### config.mk
export PLATFORM = sky130hd
export DESIGN_NAME = config_frame_loader
export DESIGN_NICKNAME = d
export VERILOG_FILES = /design/src/rtl/config_frame_loader_pkg.sv /design/src/rtl/config_frame_loader_strobe.sv /design/src/rtl/config_frame_loader.sv
export SDC_FILE = /design/constraint.sdc
export NUM_CORES = 1
export LEC_CHECK = 0
export ABC_AREA = 1
export CAP_MARGIN = 20
export CORE_UTILIZATION = 42
export CTS_CLUSTER_DIAMETER = 50
export CTS_CLUSTER_SIZE = 30
export DETAILED_ROUTE_END_ITERATION = 10
export HOLD_SLACK_MARGIN = 0.12
export PLACE_DENSITY = 0.76
export SLEW_MARGIN = 20
export SYNTH_ARGS = -nofsm -noshare
export SYNTH_HDL_FRONTEND = slang
export SYNTH_SLANG_ARGS = --single-unit
### constraint.sdc
create_clock -name CLK -period 1.25 [get_ports CLK]
set_input_delay 0.1875 -clock CLK [delete_from_list [all_inputs] [get_ports CLK]]
set_output_delay 0.1875 -clock CLK [all_outputs]
set_load 0.02 [all_outputs]
### src/rtl/config_frame_loader_pkg.sv
// Shared definitions for the configuration frame loader: FSM states,
// header field positions and the default session sync word.
package config_frame_loader_pkg;

  typedef enum logic [2:0] {
    StIdle   = 3'd0,
    StHeader = 3'd1,
    StData   = 3'd2,
    StStrobe = 3'd3,
    StHold   = 3'd4
  } loaderState_e;

  localparam int          DesyncBit          = 31;
  localparam int          HeaderIdMsb        = 15;
  localparam int          HeaderIdLsb        = 8;
  localparam int          ColumnIdWidth      = 8;
  localparam logic [31:0] DefaultSyncPattern = 32'hFAB0_FAB1;

  // States in which the loader takes words from the bitstream.
  function automatic logic isAccepting(input loaderState_e s);
    case (s)
      StIdle, StHeader, StData: return 1'b1;
      default:                  return 1'b0;
    endcase
  endfunction

endpackage

### src/rtl/config_frame_loader_strobe.sv
// One-hot decode of a frame index into the column strobe vector;
// the parent registers the result.
module frame_strobe_decoder #(
  parameter int MaxFramesPerCol  = 20,
  parameter int FrameSelectWidth = 5
) (
  input  logic [FrameSelectWidth-1:0] frameIndex,
  input  logic                        enable,
  output logic [MaxFramesPerCol-1:0]  strobe
);

  // Exactly one line high when enabled and the index is in range.
  always_comb begin
    strobe = {MaxFramesPerCol{1'b0}};
    for (int i = 0; i < MaxFramesPerCol; i++) begin
      if (enable && (frameIndex == FrameSelectWidth'(i))) begin
        strobe[i] = 1'b1;
      end else begin
        strobe[i] = 1'b0;
      end
    end
  end

endmodule

### src/rtl/config_frame_loader.sv
// Bitstream-to-frame engine for one fabric column: sync lock, header/data
// decode, and registered FrameData / one-hot FrameStrobe generation.
module config_frame_loader
  import config_frame_loader_pkg::*;
#(
  parameter int          MaxFramesPerCol  = 20,
  parameter int          FrameBitsPerRow  = 32,
  parameter int          FrameSelectWidth = 5,
  parameter logic [7:0]  ColumnID         = 8'd0,
  parameter logic [31:0] SyncPattern      = DefaultSyncPattern
) (
  input  logic                       CLK,
  input  logic                       reset,
  input  logic [31:0]                WordData,
  input  logic                       WordValid,
  output logic                       WordReady,
  output logic [FrameBitsPerRow-1:0] FrameData,
  output logic [MaxFramesPerCol-1:0] FrameStrobe,
  output logic                       ConfigActive,
  output logic                       ConfigDone,
  output logic                       AddrError
);

  loaderState_e state, nextState;

  logic                        wordReadyR;
  logic [FrameBitsPerRow-1:0]  frameDataR;
  logic [MaxFramesPerCol-1:0]  strobeR;
  logic                        activeR;
  logic                        doneR;
  logic                        addrErrR;
  logic [ColumnIdWidth-1:0]    hdrIdR;
  logic [FrameSelectWidth-1:0] hdrIdxR;

  logic                        xfer;
  logic                        isSync;
  logic                        isDesync;
  logic                        idMatch;
  logic                        idxInRange;
  logic                        readyNext;
  logic                        loadData;
  logic                        captureHeader;
  logic                        activeNext;
  logic                        doneNext;
  logic                        addrErrNext;
  logic                        strobeEnable;
  logic [MaxFramesPerCol-1:0]  strobeNext;

  // Handshake uses the registered ready, so no input reaches an output.
  assign xfer       = WordValid && wordReadyR;
  assign isSync     = (WordData == SyncPattern);
  assign isDesync   = WordData[DesyncBit];
  assign idMatch    = (hdrIdR == ColumnID);
  assign idxInRange = ({{(32-FrameSelectWidth){1'b0}}, hdrIdxR} < 32'(MaxFramesPerCol));

  // State register.
  always_ff @(posedge CLK) begin
    if (reset) begin
      state <= StIdle;
    end else begin
      state <= nextState;
    end
  end

  // Next-state logic.
  always_comb begin
    nextState = state;
    case (state)
      StIdle: begin
        if (xfer && isSync) nextState = StHeader;
        else                nextState = StIdle;
      end
      StHeader: begin
        if (xfer) nextState = isDesync ? StIdle : StData;
        else      nextState = StHeader;
      end
      StData: begin
        if (xfer) nextState = (idMatch && idxInRange) ? StStrobe : StHeader;
        else      nextState = StData;
      end
      StStrobe: nextState = StHold;
      StHold:   nextState = StHeader;
      default:  nextState = StIdle;
    endcase
  end

  // Output logic: next values for every registered output.
  always_comb begin
    readyNext     = isAccepting(nextState);
    strobeEnable  = (nextState == StStrobe);
    loadData      = 1'b0;
    captureHeader = 1'b0;
    activeNext    = activeR;
    doneNext      = 1'b0;
    addrErrNext   = addrErrR;
    case (state)
      StIdle: begin
        if (xfer && isSync) begin
          activeNext  = 1'b1;
          addrErrNext = 1'b0;
        end else begin
          activeNext  = activeR;
          addrErrNext = addrErrR;
        end
      end
      StHeader: begin
        if (xfer && isDesync) begin
          activeNext = 1'b0;
          doneNext   = 1'b1;
        end else if (xfer) begin
          captureHeader = 1'b1;
        end else begin
          captureHeader = 1'b0;
        end
      end
      StData: begin
        // A foreign column is dropped before the index is even considered.
        if (xfer && idMatch && idxInRange) begin
          loadData = 1'b1;
        end else if (xfer && idMatch) begin
          addrErrNext = 1'b1;
        end else begin
          loadData = 1'b0;
        end
      end
      default: begin
        loadData = 1'b0;
      end
    endcase
  end

  frame_strobe_decoder #(
    .MaxFramesPerCol (MaxFramesPerCol),
    .FrameSelectWidth(FrameSelectWidth)
  ) uStrobeDecoder (
    .frameIndex(hdrIdxR),
    .enable    (strobeEnable),
    .strobe    (strobeNext)
  );

  // Output and header-field registers.
  always_ff @(posedge CLK) begin
    if (reset) begin
      wordReadyR <= 1'b0;
      frameDataR <= {FrameBitsPerRow{1'b0}};
      strobeR    <= {MaxFramesPerCol{1'b0}};
      activeR    <= 1'b0;
      doneR      <= 1'b0;
      addrErrR   <= 1'b0;
      hdrIdR     <= {ColumnIdWidth{1'b0}};
      hdrIdxR    <= {FrameSelectWidth{1'b0}};
    end else begin
      wordReadyR <= readyNext;
      strobeR    <= strobeNext;
      activeR    <= activeNext;
      doneR      <= doneNext;
      addrErrR   <= addrErrNext;
      if (loadData) begin
        frameDataR <= WordData[FrameBitsPerRow-1:0];
      end
      if (captureHeader) begin
        hdrIdR  <= WordData[HeaderIdMsb:HeaderIdLsb];
        hdrIdxR <= WordData[FrameSelectWidth-1:0];
      end
    end
  end

  assign WordReady    = wordReadyR;
  assign FrameData    = frameDataR;
  assign FrameStrobe  = strobeR;
  assign ConfigActive = activeR;
  assign ConfigDone   = doneR;
  assign AddrError    = addrErrR;

endmodule

# Word level (Yosys, flattened, before mapping)

Index checks and enable logic that the tools add are counted.

Logic and storage cells: 118
Output and inout bits: 56
Bits in registers: 72
Input port bits: 35

Magnitude comparators: 1
Equality and inequality tests: 31
Bitwise logic cells: 1
Reductions and logical operators: 36
Multiplexer cells: 40

Operators by type and width:

| operator                                             | count |
|---|---|
| equality test 5 x 4 -> 1 bit (second input constant) | 8 |
| 2-to-1 mux 1 bit                                     | 33 |
| equality test 32 bit (second input constant)         | 1 |
| logical AND 1 bit                                    | 26 |
| equality test 5 x 3 -> 1 bit (second input constant) | 4 |
| equality test 5 bit (second input constant)          | 4 |
| one-hot mux 3 bit (5 select lines)                   | 1 |
| equality test 3 x 2 -> 1 bit (second input constant) | 4 |
| equality test 5 x 2 -> 1 bit (second input constant) | 2 |
| zero test 8 bit                                      | 1 |
| 2-to-1 mux 2 bit                                     | 4 |
| != test 2 bit (second input constant)                | 4 |
| equality test 3 x 1 -> 1 bit (second input constant) | 2 |
| zero test 3 bit                                      | 2 |
| equality test 5 x 1 -> 1 bit (second input constant) | 1 |
| zero test 5 bit                                      | 1 |
| less-than comparator 5 bit (second input constant)   | 1 |
| one-hot mux 1 bit (2 select lines)                   | 2 |
| AND reduction 4 bit                                  | 1 |
| nonzero test 2 bit                                   | 2 |
| equality test 3 bit (second input constant)          | 1 |
| AND reduction 3 bit                                  | 1 |
| OR reduction 3 bit                                   | 1 |
| OR reduction 2 bit                                   | 1 |
| NOT 1 bit                                            | 1 |

# Longest topological paths before layout

Gate-level depths: netlist (run 1).

Depth in word-level cells: 8
Mapped depth: 11
Mapped depth without buffers: 11

# By module

From an unflattened synthesis (run 1), not the netlist that was laid out.

Cell total of the unflattened synthesis: 418
Area, all modules: 3091.7 sq um

By module, submodules not included:

| module               | cells an instance | seq. area each (sq um) | area an instance (sq um) | instances |
|---|---|---|---|---|
| config_frame_loader  | 373               | 1441.4                 | 2915.3                   | 1 |
| frame_strobe_decoder | 45                | 0.0                    | 176.4                    | 1 |

# Least setup slack after synthesis (run 1)

OpenSTA, ideal clock, no wires.

Path kind: flip-flop to flip-flop
Start point: register wordReadyR, in the netlist WordReady
End point: register strobeR[0], in the netlist FrameStrobe[0]
Slack: -261 ps
Clock period less this slack: 1511 ps
Library setup time: 112 ps
Data required time: 1138 ps
Data arrival time: 1398 ps
Cell stages (with the launch flop): 9
Path buffers: 1
Cells stage by stage: dfxtp_1 -> nand2_1 -> inv_1 -> nor2_1 -> a211oi_2 -> nand2_1 -> nand2_2 -> buf_6 -> nor2_2

Cells in the longest elaborated chain, start to end: 7
Elaborated cells between the ends (all ways): 9
Classes of those cells: eq/ne (1); mux (5); reduce/logical (3)

RTL lines:

| item                                 | RTL line                         | text |
|---|---|---|
| start, declared                      | config_frame_loader.sv:26        | `logic wordReadyR;` |
| start signal, assigned               | config_frame_loader.sv:153       | `wordReadyR <= readyNext;` |
| logical AND 1 bit *                  | config_frame_loader.sv:50        | `assign xfer = WordValid && wordReadyR;` |
| logical AND 1 bit                    | config_frame_loader.sv:70        | `if (xfer && isSync) nextState = StHeader;` |
| 2-to-1 mux 1 bit                     | config_frame_loader.sv:70        |  |
| one-hot mux 3 bit (5 select lines) * | config_frame_loader.sv:68        | `case (state)` |
| equality test 3 x 2 -> 1 bit *       | config_frame_loader.sv:90        | `strobeEnable = (nextState == StStrobe);` |
| logical AND 1 bit *                  | config_frame_loader_strobe.sv:16 | `if (enable && (frameIndex == FrameSelectWidth'(i))) begin` |
| 2-to-1 mux 1 bit *                   | config_frame_loader_strobe.sv:16 |  |
| end signal, assigned                 | config_frame_loader.sv:146       | `strobeR <= {MaxFramesPerCol{1'b0}};` |
| end signal, assigned                 | config_frame_loader.sv:154       | `strobeR <= strobeNext;` |
| end, declared                        | config_frame_loader.sv:28        | `logic [MaxFramesPerCol-1:0] strobeR;` |

Mark *: on every way between the ends. The rest lies on a longest branch, timed or not.
A chain may end at the register's enable or synchronous reset.

# Worst setup path in the final report (run 1)

Start point: register hdrIdR[0]
End point: register frameDataR[2], in the netlist FrameData[2]

Cells in the longest elaborated chain, start to end: 5

RTL lines:

| item                            | RTL line                   | text |
|---|---|---|
| start, declared                 | config_frame_loader.sv:32  | `logic [ColumnIdWidth-1:0] hdrIdR;` |
| start signal, assigned          | config_frame_loader.sv:150 | `hdrIdR <= {ColumnIdWidth{1'b0}};` |
| start signal, assigned          | config_frame_loader.sv:162 | `hdrIdR <= WordData[HeaderIdMsb:HeaderIdLsb];` |
| zero test 8 bit                 | config_frame_loader.sv:53  | `assign idMatch = (hdrIdR == ColumnID);` |
| logical AND 1 bit (2 in series) | config_frame_loader.sv:118 | `if (xfer && idMatch && idxInRange) begin` |
| 2-to-1 mux 1 bit                | config_frame_loader.sv:118 |  |
| 2-to-1 mux 1 bit                | config_frame_loader.sv:96  | `case (state)` |
| end signal, assigned            | config_frame_loader.sv:145 | `frameDataR <= {FrameBitsPerRow{1'b0}};` |
| end signal, assigned            | config_frame_loader.sv:159 | `frameDataR <= WordData[FrameBitsPerRow-1:0];` |
| end, declared                   | config_frame_loader.sv:27  | `logic [FrameBitsPerRow-1:0] frameDataR;` |

No other way between the ends.

==> results.cfg, run 1 <==
[setup_path]
cp_num_buf_inv = 2
cp-start-kind = flop
cp-startpoint = hdrIdR[0]$_SDFFE_PP0P_
cp_max_fo = 6
cp.arrival_ps = 1890
r2r-start = hdrIdR[0]$_SDFFE_PP0P_
worstSetupPathType = flop to flop
cp_top_family = simple AND/OR/NAND/NOR gates
worst_path_max_delay_cell = dfxtp_2
path_cells = nor2_1 -> nand2_2 -> nor2_4 -> nand4_4 -> buf_12 -> buf_4 -> o21ai_1 -> a21oi_1
critical_path_required_ps = 1500
critPathMaxStageDelay_ps = 340
setup.worst_path.end_class = flop

[clock_tree]
cts-hold-fix-buffers = 0
cts_tree = built
cts.clk_slew.worst_paths_ps = 80
root_buffer = clkbuf_8
cts.path.max_buffers = 2
htreeDepth = 3
clock_latency_ps = 360
numCtsBuffers = 9
cts_sinks = 72

[timing]
slew_violations = 0
period_share_pct = 131
setup_viol = 69
timing.hold.ws_ps = 175
clock_skew_ps = 8.23
setup_ws_ps = -390
tightest_slew_ps = 415
period_needed_ps = 1640
rsz0062_at_grt = true
finalHoldViolations = 0
fmax_ghz = 0.610
maxSlewHeadroom_pct = 72.2

[route]
vias = 3388
totalWireLength_mm = 10.9
drcViolationCount = 0
first_pass_iters = 5
drt_iter0_drc = 281
drtAntennaViolNets = 0
vias_per_cell = 5.20
routedWlPerCell_um = 16.8

[floorplan]
coreArea_mm2 = 0.00679
dieWidth_um = 86.1
num_rows = 30
ios = 91
die_h_um = 86.1
initial_core_util_pct = 43.7
die_area_mm2 = 0.00741

[finish]
finish.net_count = 585
synthToLayoutAreaGrowth_pct = 76.5
drive_above_1_share_pct = 37.8
finalNonFillerCells = 651
mostFrequentLayoutCells = 63 x dfxtp_1, 58 x buf_4, 52 x dlygate4sd2_1, 50 x inv_1
final_common_cell = dfxtp_1
fillers = 418
diodes = 0
multi_input_area_mm2 = 0.00149
finish.instance_area_mm2 = 0.00524
ff_latch_area_mm2 = 0.00146

[synth]
synthesis.nets = 416
synth-seq-cells = 72
yosys.cell_types.count = 25
synthCells = 381
ys_warn_count = 0
syn_avg_cell_area_um2 = 7.79
yosysSeqAreaShare_pct = 48.6
synth.cell_area_mm2 = 0.00297

[run_status]
violations = negative setup slack
status = finished, violations left

[grt]
grt_max_degree = 43
grt_usage_pct = 23.4
antenna_found_initial = 0
grt_pass1_wl_mm = 13.5
grt_overflow_total = 0
grt_pass1_vias = 2944

[power]
vdd_ir_drop_max_v = 0.000569
power.density_mw_per_mm2 = 913
p_leak_nw = 2.39

[hold_path]
worstHoldStart = WordData[6]
hold_path.class = input pin to flop

[job]
maxCapViolCount = 0

[placed_design]
hpwl_mm = 5.71
portBuffers = 90
dpl.cell_count = 609
gp_congestion = 0.806
placed_area_mm2 = 0.00437
[per-layer routing]
layer / global-route usage [%] / part of all wire (%) / up-vias
met3: 4.62 / 6.7 / 47
met5: 0 / 0 / -
met2: 41.1 / 50 / 168
met4: 9.70 / 3.4 / 0
li1: - / - / 1567
met1: 27.8 / 40 / 1606
[cells in the mapped netlist (all sizes together)]
cell type | count | share of area (%)
a211oi | 1 | 0.42
a21oi | 44 | 7.4
buf | 11 | 3.4
clkbuf | 6 | 0.76
dfxtp | 72 | 49
inv | 58 | 7.3
nand2 | 36 | 4.7
nand3 | 21 | 3.7
nand4 | 10 | 2.6
nor2 | 68 | 11
nor2b | 1 | 0.21
nor3 | 4 | 1.4
nor4 | 1 | 0.21
o21ai | 47 | 7.9
or2 | 1 | 0.21
[path summary, 6_finish.rpt]
check             cells past startpoint                          to  slack (ps)
setup reg to reg                      8   FrameData[2]$_SDFFE_PP0P_        -390
setup / recovery                      8   FrameData[2]$_SDFFE_PP0P_        -390
hold / removal                        3   FrameData[6]$_SDFFE_PP0P_         180
hold reg to reg                       2  FrameData[10]$_SDFFE_PP0P_         440
[timing repair]
action,in CTS,in global routing
buffers inserted,8,9
gates resized for setup,117,85
gates cloned,1,9
endpoints found under the hold margin,0,0
pin swaps,10,12
setup endpoints to repair,113,78
[cells by family after synthesis]
kind of cell	Yosys count	synth area share [%]
AND/OR/NAND/NOR	142	24.2
flip-flops	72	48.6
AO/OA/AOI/OAI	92	15.8
buffers and inverters	75	11.5
[sequential cells by signal, summed over array words and instances (netlist names)]
signal        flops
AddrError         1
ConfigActive      1
ConfigDone        1
FrameData        32
FrameStrobe      20
WordReady         1
hdrIdR            8
hdrIdxR           5
state             3
[power by group]
part           total [mW]  leakage, nW  switching [mW]  internal [mW]
registers            2.29        0.584         0.00182           2.29
logic               0.403         1.69           0.195          0.209
clock network        2.09        0.113           0.959           1.13
total                4.78         2.39            1.16           3.63
[final cells by class]
type	instances	share of cell area [%]
clock buffers	9	2.37
clock inverters	7	1.84
inverters	58	4.25
multi-input cells	234	28.4
flip-flops and latches	72	27.8
well taps	96	2.29
repair buffers	175	33.1
[worst reg2reg max path, delay by kind of cell, from the launching register on]
kind	cells	cell delay, ps
and+or+nand+nor	4	650
DFF	1	340
buffers and inverters	2	340
AOI/OAI and AO/OA	2	200
[through the flow]
stage	worst slack [ps]	setup TNS [ps]	utilization (%)	power, mW
after floorplan	-66.9	-2230	-	2.44
after detailed placement	-541	-26970	64.4	2.70
after global routing	-472	-24200	77.1	4.89
after CTS	-167	-7510	69.8	4.70
final	-390	-19750	77.1	4.78
after global placement	-502	-24540	64.4	2.69
Note: power is estimated with default switching activity, not from simulation.
==> inputs of run 2 (changes only) <==
--- a/config.mk
+++ b/config.mk
@@ -6,14 +6,15 @@
 export NUM_CORES = 1
 export LEC_CHECK = 0
 export ABC_AREA = 1
+export ABC_CLOCK_PERIOD_IN_PS = 1250
 export CAP_MARGIN = 20
 export CORE_UTILIZATION = 42
 export CTS_CLUSTER_DIAMETER = 50
-export CTS_CLUSTER_SIZE = 30
 export DETAILED_ROUTE_END_ITERATION = 10
 export HOLD_SLACK_MARGIN = 0.12
-export PLACE_DENSITY = 0.76
+export PLACE_DENSITY = 0.75
 export SLEW_MARGIN = 20
 export SYNTH_ARGS = -nofsm -noshare
 export SYNTH_HDL_FRONTEND = slang
+export SYNTH_HIERARCHICAL = 1
 export SYNTH_SLANG_ARGS = --single-unit
==> results.cfg, run 2 <==
[run_status]
status = finished, violations left
violations = negative setup slack

[synth]
yosysTopAreaCellShare_pct = 46.6
syn_avg_cell_area_um2 = 7.40
synth.cell_area_mm2 = 0.00309
ys_async_sr_fraction_pct = 0
ys_warn_count = 6
synth-main-ff-cell = dfxtp_1
synth-seq-cells = 72
synthesis.nets = 453
yosys.area.top_type = dfxtp_1
synth_common_cells = 77 x nor2_1, 72 x dfxtp_1, 68 x inv_1
synth-edff-count = 0
yosys.cell_types.count = 25
synth.most_common_cell = nor2_1
synthTopCellsByArea = dfxtp_1 47%, nor2_1 9.3%, inv_1 8.3%
synthCells = 418
yosysSeqAreaShare_pct = 46.6

[grt]
antenna_found_initial = 0
grt_pass1_vias = 3269
grt_overflow_total = 0
grt_usage_pct = 24.6
grt_pass1_wl_mm = 14.4
grt_max_degree = 41

[timing]
period_needed_ps = 1760
maxSlewHeadroom_pct = 79.0
finalHoldViolations = 0
period_share_pct = 141
clock_skew_ps = 6.80
tns_ps = -25750
setup_viol = 71
rsz0062_at_grt = true
fmax_ghz = 0.567
slew_violations = 0
timing.hold.ws_ps = 169
tightest_slew_ps = 314
setup_ws_ps = -515

[route]
vias = 3434
vias_per_cell = 5.02
drt_iter0_drc = 231
met2_length_mm = 5.28
wirelength_met1_mm = 4.01
totalWireLength_mm = 10.2
drtAntennaViolNets = 0
first_pass_iters = 5
top_layer_used = met4
routed-wl-met3_um = 570
drcViolationCount = 0
routedWlPerCell_um = 14.9

[hold_path]
hold_path_depth = 3
hold_path.class = input pin to flop
worstHoldStart = WordData[29]
hold_path_end = FrameData[29]$_SDFFE_PP0P_

[setup_path]
reg2reg_depth = 13
rrSetupSlack_ps = -510
cp_max_fo = 5
r2r-start = state[1]$_SDFF_PP0_
worstSetupPathType = input pin to flop
cp.arrival_ps = 2040
r2r_end = FrameStrobe[12]$_SDFF_PP0_
cp-start-kind = input pin
critical_path_required_ps = 1530
setup.worst_path.end_class = flop

[clock_tree]
root_buffer = clkbuf_8
cts.path.max_buffers = 2
cts.clk_slew.worst_paths_ps = 70
htreeDepth = 3
numCtsBuffers = 9
clock_latency_ps = 340
cts_sinks = 72
cts_tree = built

[power]
p_leak_nw = 2.51
power.total_mw = 4.81
power.density_mw_per_mm2 = 924
vdd_ir_drop_max_v = 0.000568

[finish]
drive_above_1_share_pct = 33.7
final_common_cell = dfxtp_1
diodes = 0
synthToLayoutAreaGrowth_pct = 68.5
finish.net_count = 618
fin_util_pct = 75.0
mostFrequentLayoutCells = 65 x dfxtp_1, 60 x buf_4, 56 x nor2_1, 56 x inv_1, 42 x dlygate4sd2_1
largest_reg_flops = 32

[placed_design]
portBuffers = 90
gp_congestion = 0.829
hpwl_mm = 5.92

[floorplan]
die_h_um = 87.8
num_rows = 30
dieWidth_um = 87.8
coreArea_mm2 = 0.00694
ios = 91
initial_core_util_pct = 44.5
die_area_mm2 = 0.00771

[job]
maxCapViolCount = 0
[run 2: cell types whose count changed in the layout (fill, tap and decap cells not counted), moves of 8 or more]
cell	before	now
o21ai_0	8	19
nand2_1	29	41
o21ai_2	27	6
nand3_1	19	8
o21ai_1	10	23
nand2_2	4	17
dlygate4sd2_1	52	42
nor2_1	32	56
dlymetal6s2s_1	11	19
a21oi_2	12	22
[run 2: power by group]
group          internal [mW]  switching [mW]  total (mW)
clock network           1.29           0.845        2.14
registers               2.29         0.00160        2.29
logic                  0.194           0.193       0.387
[run 2: worst max-delay path, cell delays in order]
cell	delay (ps)
clkdlybuf4s50_1	460
nor2_2	170
nand3_2	120
nor2_2	130
nand4_1	200
a21oi_4	210
inv_2	60
nor2_4	150
nand2_2	110
nor2_2	120
inv_1	40
nor2_1	80
[run 2: cell type report]
cell class	count	area (um^2)
fill	455	1730
timing repair buffer	170	1660
multi-input combinational	261	1480
sequential	72	1460
inverter	69	259
clock buffer	14	173
tap	96	120
clock inverter	2	60.1
[run 2: metrics by stage]
stage	area [um^2]	std cells	setup slack, ps
global route	5210	684	-667
global placement	4490	644	-926
finish	5210	684	-515
CTS	4880	673	-410
detailed placement	4490	644	-929
floorplan	3120	418	-390
[run 2: repair_timing]
item	in CTS	in global routing
gates resized for setup	92	107
hold buffers	0	0
hold endpoints to repair	0	0
setup endpoints to repair	125	89
cloned	3	2
buffers inserted	11	11
pin swaps	15	19
[run 2: how the worst max path moves through the flow]
| stage | slack [ps] | depth (start not counted) | from | end |
|---|---|---|---|---|
| 2_1_floorplan | -390 | 13 | state[2]$_SDFF_PP0_ | FrameStrobe[12]$_SDFF_PP0_ |
| 3_3_place_gp | -930 | 13 | WordData[5] | FrameStrobe[1]$_SDFF_PP0_ |
| 3_5_place_dp | -930 | 13 | WordData[5] | FrameStrobe[12]$_SDFF_PP0_ |
| 4_1_cts | -410 | 13 | state[2]$_SDFF_PP0_ | FrameStrobe[1]$_SDFF_PP0_ |
| 5_1_grt | -670 | 15 | hdrIdR[0]$_SDFFE_PP0P_ | FrameStrobe[2]$_SDFF_PP0_ |
| 6_report | -510 | 12 | WordData[8] | FrameStrobe[12]$_SDFF_PP0_ |
[run 2: cells by family after synthesis]
family	synth area share [%]
compound gates	18.6
simple gates	22.8
flops	46.6
buf+inv	12.0
[run 2: routing by layer]
| metal | vias up | global-route usage (%) |
|---|---|---|
| met5 | - | 0 |
| met3 | 24 | 5.84 |
| met2 | 147 | 44.7 |
| met1 | 1624 | 27.1 |
| li1 | 1639 | - |
| met4 | 0 | 10.9 |
==> inputs of run 3 (changes only) <==
--- a/config.mk
+++ b/config.mk
@@ -8,6 +8,7 @@
 export ABC_AREA = 1
 export ABC_CLOCK_PERIOD_IN_PS = 1250
 export CAP_MARGIN = 20
+export CORE_ASPECT_RATIO = 1.5
 export CORE_UTILIZATION = 42
 export CTS_CLUSTER_DIAMETER = 50
 export DETAILED_ROUTE_END_ITERATION = 10
==> results.cfg, run 3 (synthesized netlist as in run 2, its figures left out) <==
[finish]
finish.net_count = 620
ff_latch_area_mm2 = 0.00145
finish.instance_area_mm2 = 0.00536
fin_util_pct = 74.6
final_common_cell = dfxtp_1
multi_input_area_mm2 = 0.00172
diodes = 0
largest_reg_flops = 32
mostFrequentLayoutCells = 66 x dfxtp_1, 58 x inv_1, 57 x nor2_1, 56 x buf_4, 38 x nand2_1
synthToLayoutAreaGrowth_pct = 73.3
drive_above_1_share_pct = 40.4
fillers = 488

[grt]
grt_max_degree = 33
grt_pass1_vias = 3336
antenna_found_initial = 0
grt_pass1_wl_mm = 15.1
grt_overflow_total = 0
grt_usage_pct = 25.9

[floorplan]
num_rows = 38
initial_core_util_pct = 43.1
die_h_um = 107
die_area_mm2 = 0.00772
ios = 91
coreArea_mm2 = 0.00718
dieWidth_um = 72.1

[timing]
maxSlewHeadroom_pct = 74.2
rsz0062_at_grt = true
fmax_ghz = 0.540
setup_ws_ps = -601
period_needed_ps = 1850
slew_violations = 0
tightest_slew_ps = 384
clock_skew_ps = 8.71
period_share_pct = 148
timing.hold.ws_ps = 143
finalHoldViolations = 0
setup_viol = 72

[hold_path]
hold_path_end = FrameData[28]$_SDFFE_PP0P_
worstHoldStart = WordData[28]
hold_path_depth = 3
hold_path.class = input pin to flop

[clock_tree]
cts_sinks = 72
cts_tree = built
cts.path.max_buffers = 2
clock_latency_ps = 360
root_buffer = clkbuf_8
htreeDepth = 3
cts.clk_slew.worst_paths_ps = 70
numCtsBuffers = 9

[power]
vdd_ir_drop_max_v = 0.000585
p_leak_nw = 2.41
power.density_mw_per_mm2 = 849

[route]
vias_per_cell = 4.99
totalWireLength_mm = 10.2
routedWlPerCell_um = 14.8
drt_iter0_drc = 250
first_pass_iters = 5
vias = 3440
drcViolationCount = 0
drtAntennaViolNets = 0

[setup_path]
cp.arrival_ps = 2140
reg2reg_depth = 13
cp_max_fo = 5
r2r_end = FrameStrobe[1]$_SDFF_PP0_
setup.worst_path.end_class = flop
cp-start-kind = input pin
critical_path_required_ps = 1540
r2r-start = state[2]$_SDFF_PP0_
rrSetupSlack_ps = -570
worstSetupPathType = input pin to flop

[placed_design]
hpwl_mm = 6.04
gp_congestion = 0.853
portBuffers = 90
placed_area_mm2 = 0.00450

[run_status]
violations = negative setup slack
status = finished, violations left

[job]
maxCapViolCount = 0
==> run 3: cell count changes in the layout (fill, tap and decap cells not counted), sizes merged <==
cell / change
dlygate4sd2: -8
clkdlybuf4s50: +6
bufinv: -1
buf: +6
dlygate4sd3: +6
clkinv: +1
dlymetal6s2s: -11
bufbuf: -1
clkbuf: +10
clkinvlp: +1
clkdlybuf4s15: -8
==> run 3: cell type report <==
| cell class | instances | area share [%] |
|---|---|---|
| Inverter | 69 | 4.88 |
| Multi-Input combinational cell | 261 | 32.1 |
| Clock inverter | 3 | 0.794 |
| Sequential cell | 72 | 27.0 |
| Timing Repair Buffer | 172 | 30.2 |
| Clock buffer | 12 | 2.71 |
| Tap cell | 100 | 2.33 |
==> run 3: critical path, stage by stage <==
cell and delay (ps):
clkdlybuf4s50_1 520, nand2_2 90, nor2_4 120, nand2_1 80, nor2_2 150, nand4_1 180, a21oi_2 210, inv_2 60
nor2_4 180, nand2_2 110, nor2_2 110, inv_1 50, nor2_1 80
==> run 3: power by group <==
| part | internal [mW] | switching, mW |
|---|---|---|
| logic | 0.226 | 0.227 |
| clock network | 0.963 | 0.836 |
| registers | 2.29 | 0.00159 |
==> run 3: how the worst max path moves through the flow <==
stage / from / endpoint / cells past startpoint
finish: WordData[4] / FrameStrobe[1]$_SDFF_PP0_ / 13
floorplan: state[2]$_SDFF_PP0_ / FrameStrobe[12]$_SDFF_PP0_ / 13
detailed placement: WordData[5] / FrameStrobe[1]$_SDFF_PP0_ / 13
global placement: WordData[5] / FrameStrobe[1]$_SDFF_PP0_ / 13
CTS: state[2]$_SDFF_PP0_ / FrameStrobe[1]$_SDFF_PP0_ / 13
global route: WordData[4] / FrameStrobe[1]$_SDFF_PP0_ / 13
==> run 3: per-stage QoR <==
stage          setup TNS [ps]  power [mW]  worst slack [ps]  std cells
6_report               -23420        4.55              -601        689
5_1_grt                -29150        4.67              -717        689
4_1_cts                -21580        4.53              -491        690
3_5_place_dp           -36670        2.71              -946        648
3_3_place_gp           -33670        2.71              -885        648
2_1_floorplan           -7830        2.46              -390        418
==> run 3: routing by layer <==
metal	routed length, um	up-vias	global-route usage [%]	share of wire (%)
li1	-	1641	-	-
met2	5580	141	48.9	55
met5	0	-	0	0
met1	3810	1627	25.9	37
met4	374	0	17.1	3.7
met3	457	31	2.91	4.5
==> run 3: what timing repair did <==
item                       CTS  global route
pin swaps                   32            30
hold buffers                 6             0
cloned                       5             0
resized for setup          190           107
setup endpoints to repair  124            86
hold endpoints to repair    10             0
setup buffers               16             6
